File: src/rtl/spi_flash_pkg.sv
// Shared types and constants for the SPI-flash word-read sequencer.
// Fast read (opcode plus dummy byte) is selected in the top by SPI_FLASH_FAST_READ_EN.
package spi_flash_pkg;

  localparam logic [7:0] DEF_READ_OP = 8'h03;
  localparam logic [7:0] DEF_FAST_OP = 8'h0B;

  localparam logic CTRL_CS   = 1'b0;
  localparam logic CTRL_DATA = 1'b1;

  localparam int unsigned STATUS_BIT = 31;

  typedef enum logic [2:0] {
    StIdle,
    StCsOn,
    StCmd,
    StData,
    StCsOff,
    StDone
  } top_state_e;

  typedef enum logic [2:0] {
    BtIdle,
    BtWr,
    BtWrGap,
    BtPoll,
    BtPollGap,
    BtRd
  } byte_state_e;

endpackage

File: src/rtl/spi_flash_byte_xfer.sv
// One byte exchange through the SPI engine: data write, status poll until idle, data read.
// Every access is followed by a cycle with spi_valid low so the engine never re-triggers.
module spi_flash_byte_xfer
  import spi_flash_pkg::*;
(
  input  logic        clk,
  input  logic        resetn,
  input  logic        start_i,
  input  logic [7:0]  tx_i,
  output logic        done_o,
  output logic [7:0]  rx_o,
  output logic        spi_valid_o,
  output logic        spi_ctrl_o,
  output logic [3:0]  spi_wstrb_o,
  output logic [31:0] spi_wdata_o,
  input  logic        spi_ready_i,
  input  logic [31:0] spi_rdata_i
);

  byte_state_e state_q, state_d;
  logic [7:0]  tx_q, rx_q;
  logic        stat_busy_q, done_q;

  always_ff @(posedge clk) begin
    if (!resetn) begin
      state_q     <= BtIdle;
      tx_q        <= 8'h00;
      rx_q        <= 8'h00;
      stat_busy_q <= 1'b0;
      done_q      <= 1'b0;
    end else begin
      state_q <= state_d;
      done_q  <= (state_q == BtRd) && spi_ready_i;
      if ((state_q == BtIdle) && start_i) tx_q <= tx_i;
      if ((state_q == BtPoll) && spi_ready_i) stat_busy_q <= spi_rdata_i[STATUS_BIT];
      if ((state_q == BtRd) && spi_ready_i) rx_q <= spi_rdata_i[7:0];
    end
  end

  always_comb begin
    state_d     = state_q;
    spi_valid_o = 1'b0;
    spi_ctrl_o  = CTRL_CS;
    spi_wstrb_o = 4'b0000;
    spi_wdata_o = 32'h0;
    unique case (state_q)
      BtIdle: if (start_i) state_d = BtWr;
      BtWr: begin
        spi_valid_o = 1'b1;
        spi_ctrl_o  = CTRL_DATA;
        spi_wstrb_o = 4'b0001;
        spi_wdata_o = {24'h0, tx_q};
        if (spi_ready_i) state_d = BtWrGap;
      end
      BtWrGap: state_d = BtPoll;
      BtPoll: begin
        spi_valid_o = 1'b1;
        if (spi_ready_i) state_d = BtPollGap;
      end
      // Re-poll after the gap while the engine still reports a transfer in progress.
      BtPollGap: state_d = stat_busy_q ? BtPoll : BtRd;
      BtRd: begin
        spi_valid_o = 1'b1;
        spi_ctrl_o  = CTRL_DATA;
        if (spi_ready_i) state_d = BtIdle;
      end
      default: state_d = BtIdle;
    endcase
  end

  assign done_o = done_q;
  assign rx_o   = rx_q;

endmodule

File: src/rtl/spi_flash_rd_seq.sv
// SPI-flash word-read sequencer: CS on, opcode + 24-bit address, 4 data bytes, CS off.
// Define SPI_FLASH_FAST_READ_EN for fast read (FAST_OP plus one dummy byte).
module spi_flash_rd_seq
  import spi_flash_pkg::*;
#(
  parameter logic [7:0] READ_OP = DEF_READ_OP,
  parameter logic [7:0] FAST_OP = DEF_FAST_OP
) (
  input  logic        clk,
  input  logic        resetn,
  input  logic        req_valid_i,
  input  logic [23:0] req_addr_i,
  output logic        req_ready_o,
  output logic [31:0] req_rdata_o,
  output logic        busy_o,
  output logic        spi_ctrl_o,
  output logic        spi_valid_o,
  output logic [3:0]  spi_wstrb_o,
  output logic [31:0] spi_wdata_o,
  input  logic        spi_ready_i,
  input  logic [31:0] spi_rdata_i
);

`ifdef SPI_FLASH_FAST_READ_EN
  localparam bit         FastEn     = 1'b1;
  localparam logic [2:0] LastCmdIdx = 3'd4;
`else
  localparam bit         FastEn     = 1'b0;
  localparam logic [2:0] LastCmdIdx = 3'd3;
`endif
  localparam logic [7:0] Opcode = FastEn ? FAST_OP : READ_OP;

  top_state_e  state_q, state_d;
  logic [23:0] addr_q, addr_d;
  logic [2:0]  idx_q, idx_d;
  logic        start_q, start_d;
  logic        busy_q, busy_d;
  logic        ready_q, ready_d;
  logic [31:0] rdata_q, rdata_d;

  logic        cs_valid, cs_assert;
  logic [7:0]  tx_byte, bx_rx;
  logic        bx_done, bx_valid, bx_ctrl;
  logic [3:0]  bx_wstrb;
  logic [31:0] bx_wdata;

  always_ff @(posedge clk) begin
    if (!resetn) begin
      state_q <= StIdle;
      addr_q  <= 24'h0;
      idx_q   <= 3'd0;
      start_q <= 1'b0;
      busy_q  <= 1'b0;
      ready_q <= 1'b0;
      rdata_q <= 32'h0;
    end else begin
      state_q <= state_d;
      addr_q  <= addr_d;
      idx_q   <= idx_d;
      start_q <= start_d;
      busy_q  <= busy_d;
      ready_q <= ready_d;
      rdata_q <= rdata_d;
    end
  end

  always_comb begin
    state_d   = state_q;
    addr_d    = addr_q;
    idx_d     = idx_q;
    start_d   = 1'b0;
    busy_d    = busy_q;
    ready_d   = 1'b0;
    rdata_d   = rdata_q;
    cs_valid  = 1'b0;
    cs_assert = 1'b0;
    unique case (state_q)
      StIdle: begin
        if (req_valid_i) begin
          addr_d  = req_addr_i;
          busy_d  = 1'b1;
          state_d = StCsOn;
        end
      end
      StCsOn: begin
        cs_valid  = 1'b1;
        cs_assert = 1'b1;
        if (spi_ready_i) begin
          idx_d   = 3'd0;
          start_d = 1'b1;
          state_d = StCmd;
        end
      end
      StCmd: begin
        if (bx_done) begin
          start_d = 1'b1;
          if (idx_q == LastCmdIdx) begin
            idx_d   = 3'd0;
            state_d = StData;
          end else begin
            idx_d = idx_q + 3'd1;
          end
        end
      end
      StData: begin
        if (bx_done) begin
          rdata_d[{idx_q[1:0], 3'b000} +: 8] = bx_rx;
          if (idx_q == 3'd3) begin
            state_d = StCsOff;
          end else begin
            idx_d   = idx_q + 3'd1;
            start_d = 1'b1;
          end
        end
      end
      StCsOff: begin
        cs_valid = 1'b1;
        if (spi_ready_i) begin
          ready_d = 1'b1;
          busy_d  = 1'b0;
          state_d = StDone;
        end
      end
      // A request seen here waits for the next IDLE cycle.
      StDone:  state_d = StIdle;
      default: state_d = StIdle;
    endcase
  end

  always_comb begin
    tx_byte = 8'h00;
    if (state_q == StCmd) begin
      unique case (idx_q)
        3'd0:    tx_byte = Opcode;
        3'd1:    tx_byte = addr_q[23:16];
        3'd2:    tx_byte = addr_q[15:8];
        3'd3:    tx_byte = addr_q[7:0];
        default: tx_byte = 8'h00;
      endcase
    end
  end

  spi_flash_byte_xfer u_byte_xfer (
    .clk         (clk),
    .resetn      (resetn),
    .start_i     (start_q),
    .tx_i        (tx_byte),
    .done_o      (bx_done),
    .rx_o        (bx_rx),
    .spi_valid_o (bx_valid),
    .spi_ctrl_o  (bx_ctrl),
    .spi_wstrb_o (bx_wstrb),
    .spi_wdata_o (bx_wdata),
    .spi_ready_i (spi_ready_i),
    .spi_rdata_i (spi_rdata_i)
  );

  // CS accesses are owned by the top; byte exchanges by the sub-module.
  assign spi_valid_o = cs_valid | bx_valid;
  assign spi_ctrl_o  = cs_valid ? CTRL_CS : bx_ctrl;
  assign spi_wstrb_o = cs_valid ? 4'b0001 : bx_wstrb;
  assign spi_wdata_o = cs_valid ? {31'h0, cs_assert} : bx_wdata;

  assign req_ready_o = ready_q;
  assign req_rdata_o = rdata_q;
  assign busy_o      = busy_q;

endmodule
File: config.mk
export PLATFORM = sky130hd
export DESIGN_NAME = spi_flash_rd_seq
export DESIGN_NICKNAME = d
export VERILOG_FILES = /design/src/rtl/spi_flash_pkg.sv /design/src/rtl/spi_flash_byte_xfer.sv /design/src/rtl/spi_flash_rd_seq.sv
export SDC_FILE = /design/constraint.sdc
export NUM_CORES = 1
export LEC_CHECK = 0
export ABC_AREA = 1
export ABC_CLOCK_PERIOD_IN_PS = 2600
export BUFFER_PORTS_ARGS = -buffer_cell sky130_fd_sc_hd__buf_2
export CAP_MARGIN = 40
export CORE_MARGIN = 1.5
export CORE_UTILIZATION = 51
export CTS_CLUSTER_DIAMETER = 50
export CTS_CLUSTER_SIZE = 28
export DETAILED_ROUTE_END_ITERATION = 16
export PLACE_DENSITY_LB_ADDON = 0.1
export SETUP_SLACK_MARGIN = 0.02
export SLEW_MARGIN = 0
export SYNTH_ARGS = -nofsm -noshare
export SYNTH_HDL_FRONTEND = slang
export SYNTH_SLANG_ARGS = --single-unit
export TNS_END_PERCENT = 100
File: constraint.sdc
create_clock -name clk -period 2.6 [get_ports clk]
set_input_delay 0 -clock clk [delete_from_list [all_inputs] [get_ports clk]]
set_output_delay 0 -clock clk [all_outputs]
set_load 0.1 [all_outputs]
==> results.txt <==
* Remaining global-route overflow: 0
* First-pass GRT wire length: 15,980 um
* Final clock skew: 11.11 ps
- Clk sinks: 86
* Count of H-tree levels built during CTS: 3
* Number of diodes added for antenna fixing: 0
* Final routed wirelength across all metal layers: 9700 um
- For the final routed database, the setup TNS stands at 0 ps.
* Die W: 94.65 um
- Setup repair after global routing left no endpoint under its margin.
- After detailed placement, the total cell area comes to 0.004644 mm^2.
- Path category of the worst min-delay check: in -> reg
- The max-slew violation total from the final report came to 0.
- Worst stage delay on the critical path: 530 ps
* 1st-pass router iterations: 5
* Antenna violations before repair: 0
- No sink is reached through more buffers than the 2 on the longest clock path.
- From synthesis to final layout, the design area changed by 21.26%.
* Headroom to the max-slew limit: 57.78%
- Startpoint type of the worst setup path: flop
- Yosys cell types: 25
- Data required time of the critical path: 2840 ps
- Cells with a size suffix above 1 make up 25.72% of the layout.
- From bottom edge to top edge, the die measures 94.65 um.
* Clock tree from TritonCTS: built
- Pwr Total: 4.277 mW
* Number of buffers added by the clock tree synthesis step: 9
- Final Hold Violating Endpoints: 0
* Kind of end point of the critical path: flop
- Across the VDD grid, the largest voltage drop is 0.4292 mV.
* Top library cells by usage in the layout, fill and taps aside: sky130_fd_sc_hd__nand2_1, sky130_fd_sc_hd__dfxtp_1, sky130_fd_sc_hd__buf_2, sky130_fd_sc_hd__nor2_1, sky130_fd_sc_hd__inv_1
- Critical path peak fanout: 11
- 132 I/O pins were placed.
* Commonest non-fill, non-tap cell in the layout: sky130_fd_sc_hd__nand2_1
- The average instance in the mapped netlist occupies 7.336 um^2.
* Vias: 3,883
- Final instance area: 0.005195 mm^2
- Dominant cell type by count on the critical path: sky130_fd_sc_hd__nand2_1
- Summed over all cells, the static leakage comes to 2.287 nW.
- Average wire length per cell after detail routing: 12.11 um
- Yosys warning count: 0
* Final period demand of the worst path: 2237 ps
* Sequential fraction of the synthesis area: 40.19%
- Dividing the detail-routed via count by the number of cells gives 4.848.
* Cell at the slowest stage of the critical path: sky130_fd_sc_hd__dfxtp_1
* Number of nets with antenna violations after detailed routing: 0
* Total setup violations reported at the end of the flow: 0
- Dividing total power by cell area gives a power density of 823.3 mW/mm^2.
- The via count of the first global-routing pass came to 3,497.
* DRC errors left: 0
* Maximum number of pins on one net before global-route repair: 50
- Buffer type at the clock tree root: sky130_fd_sc_hd__clkbuf_8
- Placer's final routability congestion estimate: 0.8511
* Synth Cell Area: 0.004284 mm^2
- Placement Rows: 33
* Max-cap violations: 0
- Number of instances in the synthesized netlist: 584
- Worst setup timing slack at the placement stage: 389.9 ps
- The signal on the critical path passes through inv_1 > ha_1 > clkinv_1 > nand2_1 > o21ai_1 > nand2_1 > nor2_1.
- Final WS setup: 362.5 ps
- Post-CTS setup buffer count: 0
* Slew at the pin closest to its max-slew limit: 631.6 ps
- After the first detailed-routing iteration, the DRC count stood at 183.
- STA puts the critical path data arrival time at 2480 ps.
* Clock transition at the registers of the reported paths: 80 ps
- Total Nets Final: 757
- The core region is 0.008175 mm^2.
* Total Routing Usage GR: 22.75%
- For this configuration, the core starts out at a cell density of 52.40%.
- Post-synthesis register bit count: 86
- The worst setup path is of the reg -> reg kind.
- At the later pin of the worst-skew pair, clock insertion delay measures 350 ps.
- The worst path uses 86.06% of the clock period.
- Timing would allow up to 446.9 MHz.
- Total of buffers placed on input and output ports: 81
- Sum of net half-perimeters after detailed placement: 6729 um
- Status: finished clean
* Area of the die: 0.008959 mm^2
-- per-layer routing --
| layer | vias up | global-route usage (%) | wire [um] | share of wire [%] |
|---|---|---|---|---|
| met3 | 10 | 3.221 | 495 | 5.1 |
| met4 | 0 | 7.711 | 112 | 1.2 |
| li1 | 2013 | - | - | - |
| met1 | 1748 | 31.69 | 4709 | 49 |
| met5 | - | 0 | 0 | 0 |
| met2 | 112 | 35.95 | 4382 | 45 |
-- flip-flops by register name (all words and copies together) (netlist names) --
name,cells
u_byte_xfer.tx_q,8
u_byte_xfer.done_o,1
u_byte_xfer.rx_o,8
busy_o,1
state_q,3
req_rdata_o,32
u_byte_xfer.state_q,3
addr_q,24
start_q,1
u_byte_xfer.stat_busy_q,1
idx_q,3
req_ready_o,1
-- layout make-up --
class                           count  area (um^2)
Fill cell                         778         2980
Multi-Input combinational cell    407         2093
Sequential cell                    86         1722
Timing Repair Buffer              119        775.7
Inverter                           68        262.8
Clock buffer                       12        155.1
Tap cell                          105        131.4
Clock inverter                      4        55.05
-- worst max-delay path, delay by kind of cell, from the launching register on --
| kind | cells | cell delay (ps) |
|---|---|---|
| AOI/OAI and AO/OA | 1 | 100 |
| adders and majority gates | 1 | 530 |
| buffers and inverters | 2 | 520 |
| DFF | 1 | 530 |
| and+or+nand+nor | 3 | 450 |
-- kinds of logic (layout without fill, tap and decap cells) --
family,count (synthesis),after routing,synth area share (%)
and+or+nand+nor,257,257,28.97
AOI/OAI and AO/OA,117,117,15.77
buffers and inverters,117,203,13.23
DFF,86,86,40.19
adders and majority gates,6,6,1.752
other,1,27,0.08753
-- cells in the mapped netlist --
| cell | instances | share of area (%) |
|---|---|---|
| sky130_fd_sc_hd__nand2_2 | 41 | 6.0 |
| sky130_fd_sc_hd__nand4_1 | 3 | 0.44 |
| sky130_fd_sc_hd__clkbuf_1 | 14 | 1.2 |
| sky130_fd_sc_hd__ha_1 | 6 | 1.8 |
| sky130_fd_sc_hd__a21oi_1 | 44 | 5.1 |
| sky130_fd_sc_hd__inv_1 | 61 | 5.3 |
| sky130_fd_sc_hd__nor2_4 | 3 | 0.79 |
| sky130_fd_sc_hd__nor3_1 | 9 | 1.1 |
| sky130_fd_sc_hd__conb_1 | 1 | 0.088 |
| sky130_fd_sc_hd__buf_2 | 6 | 0.70 |
| sky130_fd_sc_hd__nand2_1 | 87 | 7.6 |
| sky130_fd_sc_hd__nor2_1 | 70 | 6.1 |
| sky130_fd_sc_hd__nand2_4 | 1 | 0.26 |
| sky130_fd_sc_hd__o21ai_1 | 15 | 1.8 |
| sky130_fd_sc_hd__o21ai_0 | 34 | 4.0 |
| sky130_fd_sc_hd__buf_6 | 1 | 0.26 |
| sky130_fd_sc_hd__clkinv_1 | 2 | 0.18 |
| sky130_fd_sc_hd__nor2_8 | 4 | 1.9 |
| sky130_fd_sc_hd__a21oi_2 | 24 | 4.9 |
| sky130_fd_sc_hd__buf_4 | 28 | 4.9 |
| sky130_fd_sc_hd__inv_2 | 2 | 0.18 |
| sky130_fd_sc_hd__inv_4 | 3 | 0.44 |
| sky130_fd_sc_hd__dfxtp_1 | 86 | 40 |
| sky130_fd_sc_hd__nand3_1 | 38 | 4.4 |
| sky130_fd_sc_hd__nor3_4 | 1 | 0.38 |
-- power by group --
group | internal (mW) | switching (mW)
sequential | 1.51 | 0.170
clock | 0.501 | 0.475
combinational | 0.361 | 1.26
-- stage by stage --
| stage | cells | utilization (%) | hold WS [ps] |
|---|---|---|---|
| after detailed placement | 751 | 56.81 | 276.8 |
| after global placement | 751 | 56.81 | 261.6 |
| after global routing | 801 | 63.54 | 50.79 |
| final | 801 | 63.54 | 25.86 |
| after CTS | 801 | 63.54 | 11.67 |
| after floorplan | 610 | - | 161.8 |
-- worst paths after layout --
path,startpoint,to,cells after the start,slack (ps)
min reg2reg,addr_q[19],addr_q[19],2,450
min,spi_ready_i,req_ready_o,3,30
max,idx_q[0],req_rdata_o[4],7,360
max reg2reg,idx_q[0],req_rdata_o[4],7,360
-- timing repair --
action | CTS | global route
hold endpoints to repair | 33 | 0
gates resized for setup | 0 | 0
hold buffers | 34 | 0
No activity file was read; power rests on OpenSTA's default activity.
